### src/rtl/coeff_input_register.sv
// coeff_input_register: double-buffered coefficient store; the host fills a shadow bank,
// and a commit copies it into the active bank read by the MAC.
module coeff_input_register #(
    parameter int COEFF_W    = 16,
    parameter int NUM_COEFFS = 64,
    parameter int ADDR_W     = 6
) (
    input  logic               clk,
    input  logic               rst,
    input  logic               clk_enable,
    input  logic               i_wr_en,
    input  logic [ADDR_W-1:0]  i_wr_addr,
    input  logic [COEFF_W-1:0] i_wr_data,
    input  logic               i_coeffs_en,
    input  logic [ADDR_W-1:0]  i_rd_addr,
    output logic [COEFF_W-1:0] o_rd_data,
    output logic               o_write_done,
    output logic               o_wr_reject,
    output logic               o_coeff_valid
);
    localparam int IW = $clog2(NUM_COEFFS);
    localparam logic [ADDR_W:0] NUM_L = (ADDR_W+1)'(NUM_COEFFS);
    typedef enum logic {FILL = 1'b0, PENDING = 1'b1} state_t;
    state_t state_q, state_d;
    logic [COEFF_W-1:0] shadow_q [NUM_COEFFS];
    logic [COEFF_W-1:0] active_q [NUM_COEFFS];
    logic [NUM_COEFFS-1:0] mask_q, mask_d;
    logic [COEFF_W-1:0] rd_data_q, rd_data_d;
    logic reject_q, reject_d, valid_q, valid_d;
    logic wr_ok, commit;
    logic [IW-1:0] wa, ra;
    always_comb begin
        wa = i_wr_addr[IW-1:0];
        ra = i_rd_addr[IW-1:0];
        wr_ok = i_wr_en && ({1'b0, i_wr_addr} < NUM_L) && state_q == FILL;
        commit = i_coeffs_en && state_q == PENDING;
        reject_d = i_wr_en && !wr_ok;
        valid_d = valid_q || commit;
        rd_data_d = ({1'b0, i_rd_addr} < NUM_L) ? active_q[ra] : '0;
        mask_d = mask_q;
        state_d = state_q;
        if (commit) begin
            mask_d = '0;
            state_d = FILL;
        end else if (wr_ok) begin
            mask_d[wa] = 1'b1;
            state_d = &mask_d ? PENDING : FILL;
        end
    end
    // Everything, including the read register and reject pulse, freezes while clk_enable is low.
    always_ff @(posedge clk or negedge rst) begin
        if (!rst) begin
            state_q   <= FILL;
            mask_q    <= '0;
            shadow_q  <= '{default: '0};
            active_q  <= '{default: '0};
            rd_data_q <= '0;
            reject_q  <= 1'b0;
            valid_q   <= 1'b0;
        end else if (clk_enable) begin
            state_q   <= state_d;
            mask_q    <= mask_d;
            rd_data_q <= rd_data_d;
            reject_q  <= reject_d;
            valid_q   <= valid_d;
            if (wr_ok) shadow_q[wa] <= i_wr_data;
            if (commit) active_q <= shadow_q;
        end
    end
    assign o_write_done  = state_q == PENDING;
    assign o_rd_data     = rd_data_q;
    assign o_wr_reject   = reject_q;
    assign o_coeff_valid = valid_q;
endmodule

### config.mk
export PLATFORM = sky130hd
export DESIGN_NAME = coeff_input_register
export DESIGN_NICKNAME = d
export VERILOG_FILES = /design/src/rtl/coeff_input_register.sv
export SDC_FILE = /design/constraint.sdc
export NUM_CORES = 2
export LEC_CHECK = 0
export CAP_MARGIN = 15
export CORE_MARGIN = 2
export CORE_UTILIZATION = 58
export CTS_CLUSTER_DIAMETER = 40
export DETAILED_ROUTE_END_ITERATION = 8
export PLACE_DENSITY = 0.74
export SETUP_SLACK_MARGIN = 0.15
export SYNTH_ARGS = -nofsm -noshare
export SYNTH_HDL_FRONTEND = slang
export SYNTH_SLANG_ARGS = --single-unit
### constraint.sdc
create_clock -name clk -period 6.5 [get_ports clk]
set_clock_uncertainty 0.2 [all_clocks]
set_input_delay 1.95 -clock clk [delete_from_list [all_inputs] [get_ports clk]]
set_output_delay 1.95 -clock clk [all_outputs]
set_load 0.02 [all_outputs]
==> impl.org <==
** Critical path
- The worst setup path is of the in -> reg kind.
- Setup slack on the worst reg-to-reg path comes out at 3.16 ns.
- Source of the critical timing path :: i_rd_addr[0]
- Crit path required time :: 7.02 ns
- STA classifies the critical path endpoint as a register.
- The critical path goes through buf_8 -> buf_12 -> mux4_2 -> mux2i_1 -> o22ai_1 -> nor3_1 -> a21oi_1.
- The critical path ends at o_rd_data[2].
- For this design, the slowest cell found on the critical path is sky130_fd_sc_hd__nor3_1.
- Worst-case reg-to-reg path depth :: 5
- Reg-to-reg critical path startpoint :: o_write_done
- The worst setup path is launched from an input pin.
- At the worst endpoint, the arrival time is 5.01 ns.
- In this run the critical register-to-register path is captured at shadow_q[274].
- Highest cell delay on the worst timing path :: 0.72 ns
- Critical Path Fanout Max :: 48

** Synthesis
- FFs w/ async S/R, synth :: 100%
- Simple-gate portion of the synthesized area :: 1.31%
- Most used flip-flop cell after synthesis :: sky130_fd_sc_hd__dfrtp_1
- Multiplexer fraction of the synthesized cell area :: 34.4%
- Mean post-synth cell area :: 16.4 um^2
- Count of distinct cell types in the synthesized netlist :: 46
- Synthesis produced a netlist whose cell count is 5368.
- Post-Synth XOR/XNOR Area :: 0%
- Seq cells post-synth :: 2131
- Summing the areas of all compound-gate instances in the mapped netlist gives 1.38% of the synthesized area.
- Of the total synthesized cell area, the portion taken by full adders, half adders and majority gates is 0%.
- Register area share after synthesis :: 60.7%
- After synthesis, the largest family of logic cells by area is multiplexers.
- Number of synthesized flops with an enable pin :: 0
- Number of warnings reported in the yosys synthesis log :: 0
- After synthesis the cells add up to 87900 um^2.
- Mapped Nets :: 5401

** Drt
- Via-to-Cell Ratio :: 6.16
- Routed Wire Length :: 209000 um
- After detailed routing, the number of remaining DRC violations is 0.
- Post-route antenna net violation count :: 0
- First-pass DRT Iterations :: 5
- Via Count :: 47.3k
- After the first detailed-routing iteration, the DRC count stood at 3389.
- After detailed routing, the average wire length per cell comes to 27.2 um.

** Pwr
- The internal power of the cells totals 24000 uW.
- Fraction of power consumed by combinational cells :: 4.7%
- Switching fraction of total power :: 22.3%
- The clock network accounts for 49.4% of the total power.
- In this run the power spent charging and discharging nets is 6870 uW.
- Total power for the finished layout comes to 30800 uW.
- Across the VDD grid, the largest voltage drop is 0.297 mV.
- For this design the static power due to leakage is 0.0501 uW.
- Flop pwr share :: 46.0%
- Dividing total power by cell area gives a power density of 308 nW/um^2.

** Placed design
- Weighted congestion at the end of routability-driven global placement :: 0.920
- Final HPWL from detailed placement :: 123000 um
- Before CTS, the worst setup slack after placement is 0.997 ns.
- During placement, the flow inserted port buffers numbering 51.

** Worst hold path
- In this run the worst hold path is classified as reg -> reg.

** Flow run
- Maximum capacitance violations :: 0

** Timing
- The tightest hold path in the finished design has a slack of 0.267 ns.
- Final cycle utilization of the critical path :: 68.9%
- Setup violations remaining at the end of the flow were counted as 0.
- Across all setup checks in the final design, the least slack found is 2.02 ns.
- Timing would allow up to 223 MHz.
- For the final routed database, the setup TNS stands at 0 ns.
- The number of max-slew violations in the final report came to 0.
- Transition time of the tightest slew-check pin :: 1.11 ns
- Relative max-transition margin :: 25.8%
- For the finished layout, the period the worst path requires is 4.48 ns.
- Final hold violations :: 0
- Setup repair after global routing left no endpoint under its margin.

** Clocking
- CTS Sinks :: 2131
- For this design, the CTS-stage hold fixing added 0 buffers.
- Clock-pin slew was measured on the worst setup and hold paths at 0.06 ns.
- The H-tree was split into 5 levels.
- The number of gates resized after CTS was 0.
- Counting along the longest clock path gives a buffer depth of 4.
- Master cell of the clock root buffer :: sky130_fd_sc_hd__clkbuf_16
- After clock tree synthesis, the setup repair step added 0 buffers.
- TritonCTS clock tree :: done
- Clock tree synthesis inserted a total of 282 buffers.
- At the later pin of the worst-skew pair, clock insertion delay measures 0.87 ns.

** Floorplanning
- The die is 393 um tall.
- After floorplanning, the core was sized to cover 150000 um^2.
- After floorplanning, the core was divided into 142 placement rows.
- For this configuration, the core starts out at a cell density of 58.5%.
- The floorplan step defined a die boundary enclosing 155000 um^2.
- The floorplan step set the die width to 393 um.
- I/O pin total :: 52

** Global route
- Leftover overflow at the end of global routing :: 0
- Global routing consumed, on the met2 layer, 43.3% of the routing resources.
- Global routing met3 resource utilization :: 5.41%
- First-pass GRT wire length :: 321000 um
- In this run the most used layer during global routing was met2.
- Initial antenna violation count :: 15
- The via count of the first global-routing pass was 50.4k.
- Global routing used 40.5% of the available met1 tracks.
- Entering global routing, the biggest net connects 146 pins.
- Across every metal layer, demand over resource in global routing totals 27.9%.

** Finish
- Fill cells :: 10.2k
- The post-route netlist has 53.1% of its cells at a drive strength greater than 1.
- The area growth from synthesis to layout is 13.9%.
- Area occupied by registers :: 53300 um^2
- In the final layout, the multi-input gates occupy 32700 um^2.
- The final layout contains 5508 nets.

** Status
- The run finished with clean final reports.
worst min path at each step:
stage	startpoint	to	slack, ns	cells past startpoint
5_1_grt	shadow_q[915]	active_q[915]	0.29	1
3_5_place_dp	o_coeff_valid	o_coeff_valid	0.26	1
4_1_cts	o_coeff_valid	o_coeff_valid	0.27	1
6_report	o_coeff_valid	o_coeff_valid	0.27	1
3_3_place_gp	o_coeff_valid	o_coeff_valid	0.25	1
2_1_floorplan	mask_q[0]	mask_q[0]	0.25	2
through the flow:
stage               std cells  util (%)  area (um^2)
CTS                      7682      66.6       100000
global route             7682      66.6       100000
detailed placement       7207      60.5        90800
floorplan                5368         -        87900
global placement         7207      60.5        90800
finish                   7684      66.6       100000
Yosys cell counts, types with 3 or more instances:
master                          count  area share, %
sky130_fd_sc_hd__clkbuf_1         241            1.0
sky130_fd_sc_hd__nor3b_1            3          0.026
sky130_fd_sc_hd__nor3b_2            3          0.043
sky130_fd_sc_hd__nor4_1            15           0.11
sky130_fd_sc_hd__o22ai_1           11          0.078
sky130_fd_sc_hd__a21o_1            49           0.42
sky130_fd_sc_hd__or4_1              5          0.043
sky130_fd_sc_hd__dfrtp_1         2131             61
sky130_fd_sc_hd__mux2_2          2059             26
sky130_fd_sc_hd__a21oi_1           84           0.48
sky130_fd_sc_hd__and3b_1            7          0.070
sky130_fd_sc_hd__o221ai_1          16           0.16
sky130_fd_sc_hd__buf_2            110           0.63
sky130_fd_sc_hd__or3b_2             3          0.030
sky130_fd_sc_hd__nand3_1            6          0.034
sky130_fd_sc_hd__buf_1             29           0.12
sky130_fd_sc_hd__nor2_2            16           0.11
sky130_fd_sc_hd__o21ai_0           12          0.068
sky130_fd_sc_hd__nor3_1            15          0.085
sky130_fd_sc_hd__nor2_1            60           0.26
sky130_fd_sc_hd__and2_0             4          0.028
sky130_fd_sc_hd__dlygate4sd1_1      5          0.050
sky130_fd_sc_hd__mux4_2           240            6.2
sky130_fd_sc_hd__buf_12             4          0.091
sky130_fd_sc_hd__mux2i_1           65           0.74
sky130_fd_sc_hd__buf_6             13           0.17
sky130_fd_sc_hd__buf_4             10          0.085
sky130_fd_sc_hd__nor2b_1           16           0.11
sky130_fd_sc_hd__mux4_1            35            1.0
sky130_fd_sc_hd__a31oi_1           11          0.078
sky130_fd_sc_hd__a2111oi_0          5          0.050
sky130_fd_sc_hd__nand3b_1           5          0.043
sky130_fd_sc_hd__nand2_1           59           0.25
sky130_fd_sc_hd__a211oi_1           5          0.043
flip-flops by register name, indices dropped and copies added (netlist names):
signal,cells
o_write_done,1
active_q,1024
mask_q,64
o_coeff_valid,1
shadow_q,1024
o_wr_reject,1
o_rd_data,16
cell families after synthesis:
kind of cell           count (synthesis)
AO/OA/AOI/OAI                        194
buffers and inverters                416
flip-flops                          2131
multiplexers                        2401
AND/OR/NAND/NOR                      226
metal layers:
metal  up-vias  share of wire, %
met5         -                 0
met4         0               2.6
met3       362               5.4
met2      1109                47
met1     26000                45
li1      19800                 -
area by class of cell:
cell class / instances / area share, %
sequential: 2131 / 53.3
clock inverter: 118 / 1.43
antenna: 2 / 0.00500
timing repair buffer: 238 / 2.26
inverter: 1 / 0.00375
multi-input combinational: 2821 / 32.7
clock buffer: 357 / 7.79
tap: 2016 / 2.52
layout by cell type (no fill, tap or decap), types with 4 or more instances in the layout:
cell | Yosys | routed
sky130_fd_sc_hd__dfrtp_1 | 2131 | 2131
sky130_fd_sc_hd__mux2_2 | 2059 | 2059
sky130_fd_sc_hd__clkbuf_16 | 0 | 287
sky130_fd_sc_hd__mux4_2 | 240 | 240
sky130_fd_sc_hd__buf_4 | 10 | 155
sky130_fd_sc_hd__a21oi_1 | 84 | 84
sky130_fd_sc_hd__mux2i_1 | 65 | 65
sky130_fd_sc_hd__nand2_1 | 59 | 59
sky130_fd_sc_hd__a21o_1 | 49 | 49
sky130_fd_sc_hd__nor2_2 | 16 | 48
sky130_fd_sc_hd__mux4_1 | 35 | 35
sky130_fd_sc_hd__clkbuf_8 | 1 | 35
sky130_fd_sc_hd__clkinv_2 | 0 | 35
sky130_fd_sc_hd__clkbuf_1 | 241 | 35
sky130_fd_sc_hd__buf_12 | 4 | 33
sky130_fd_sc_hd__nor2_1 | 60 | 28
sky130_fd_sc_hd__clkdlybuf4s50_1 | 0 | 28
sky130_fd_sc_hd__bufinv_16 | 0 | 25
sky130_fd_sc_hd__clkinvlp_4 | 0 | 18
sky130_fd_sc_hd__inv_6 | 0 | 18
sky130_fd_sc_hd__buf_2 | 110 | 18
sky130_fd_sc_hd__nor2b_1 | 16 | 16
sky130_fd_sc_hd__o221ai_1 | 16 | 16
sky130_fd_sc_hd__clkinv_4 | 0 | 16
sky130_fd_sc_hd__nor4_1 | 15 | 15
sky130_fd_sc_hd__nor3_1 | 15 | 14
sky130_fd_sc_hd__o21ai_0 | 12 | 12
sky130_fd_sc_hd__a31oi_1 | 11 | 11
sky130_fd_sc_hd__o22ai_1 | 11 | 11
sky130_fd_sc_hd__and3b_1 | 7 | 7
sky130_fd_sc_hd__nor3b_2 | 3 | 6
sky130_fd_sc_hd__inv_8 | 0 | 6
sky130_fd_sc_hd__nand3b_1 | 5 | 5
sky130_fd_sc_hd__nand3_1 | 6 | 5
sky130_fd_sc_hd__a211oi_1 | 5 | 5
sky130_fd_sc_hd__a2111oi_0 | 5 | 5
sky130_fd_sc_hd__or4_1 | 5 | 5
sky130_fd_sc_hd__and2_0 | 4 | 4
power by group through the flow:
stage / logic, uW / registers [uW] / clock network, uW
after CTS: 1460 / 14200 / 15400
after floorplan: 835 / 14300 / 0
after global routing: 1570 / 14200 / 16100
after detailed placement: 1450 / 14400 / 0
after global placement: 1410 / 14400 / 0
final: 1440 / 14200 / 15200
critical path, delay by kind of cell:
kind / cells / cell delay, ns
mux: 2 / 0.88
simple gates: 1 / 0.72
buf+inv: 2 / 0.83
compound gates: 2 / 0.52
Note: power is estimated with default switching activity, not from simulation.
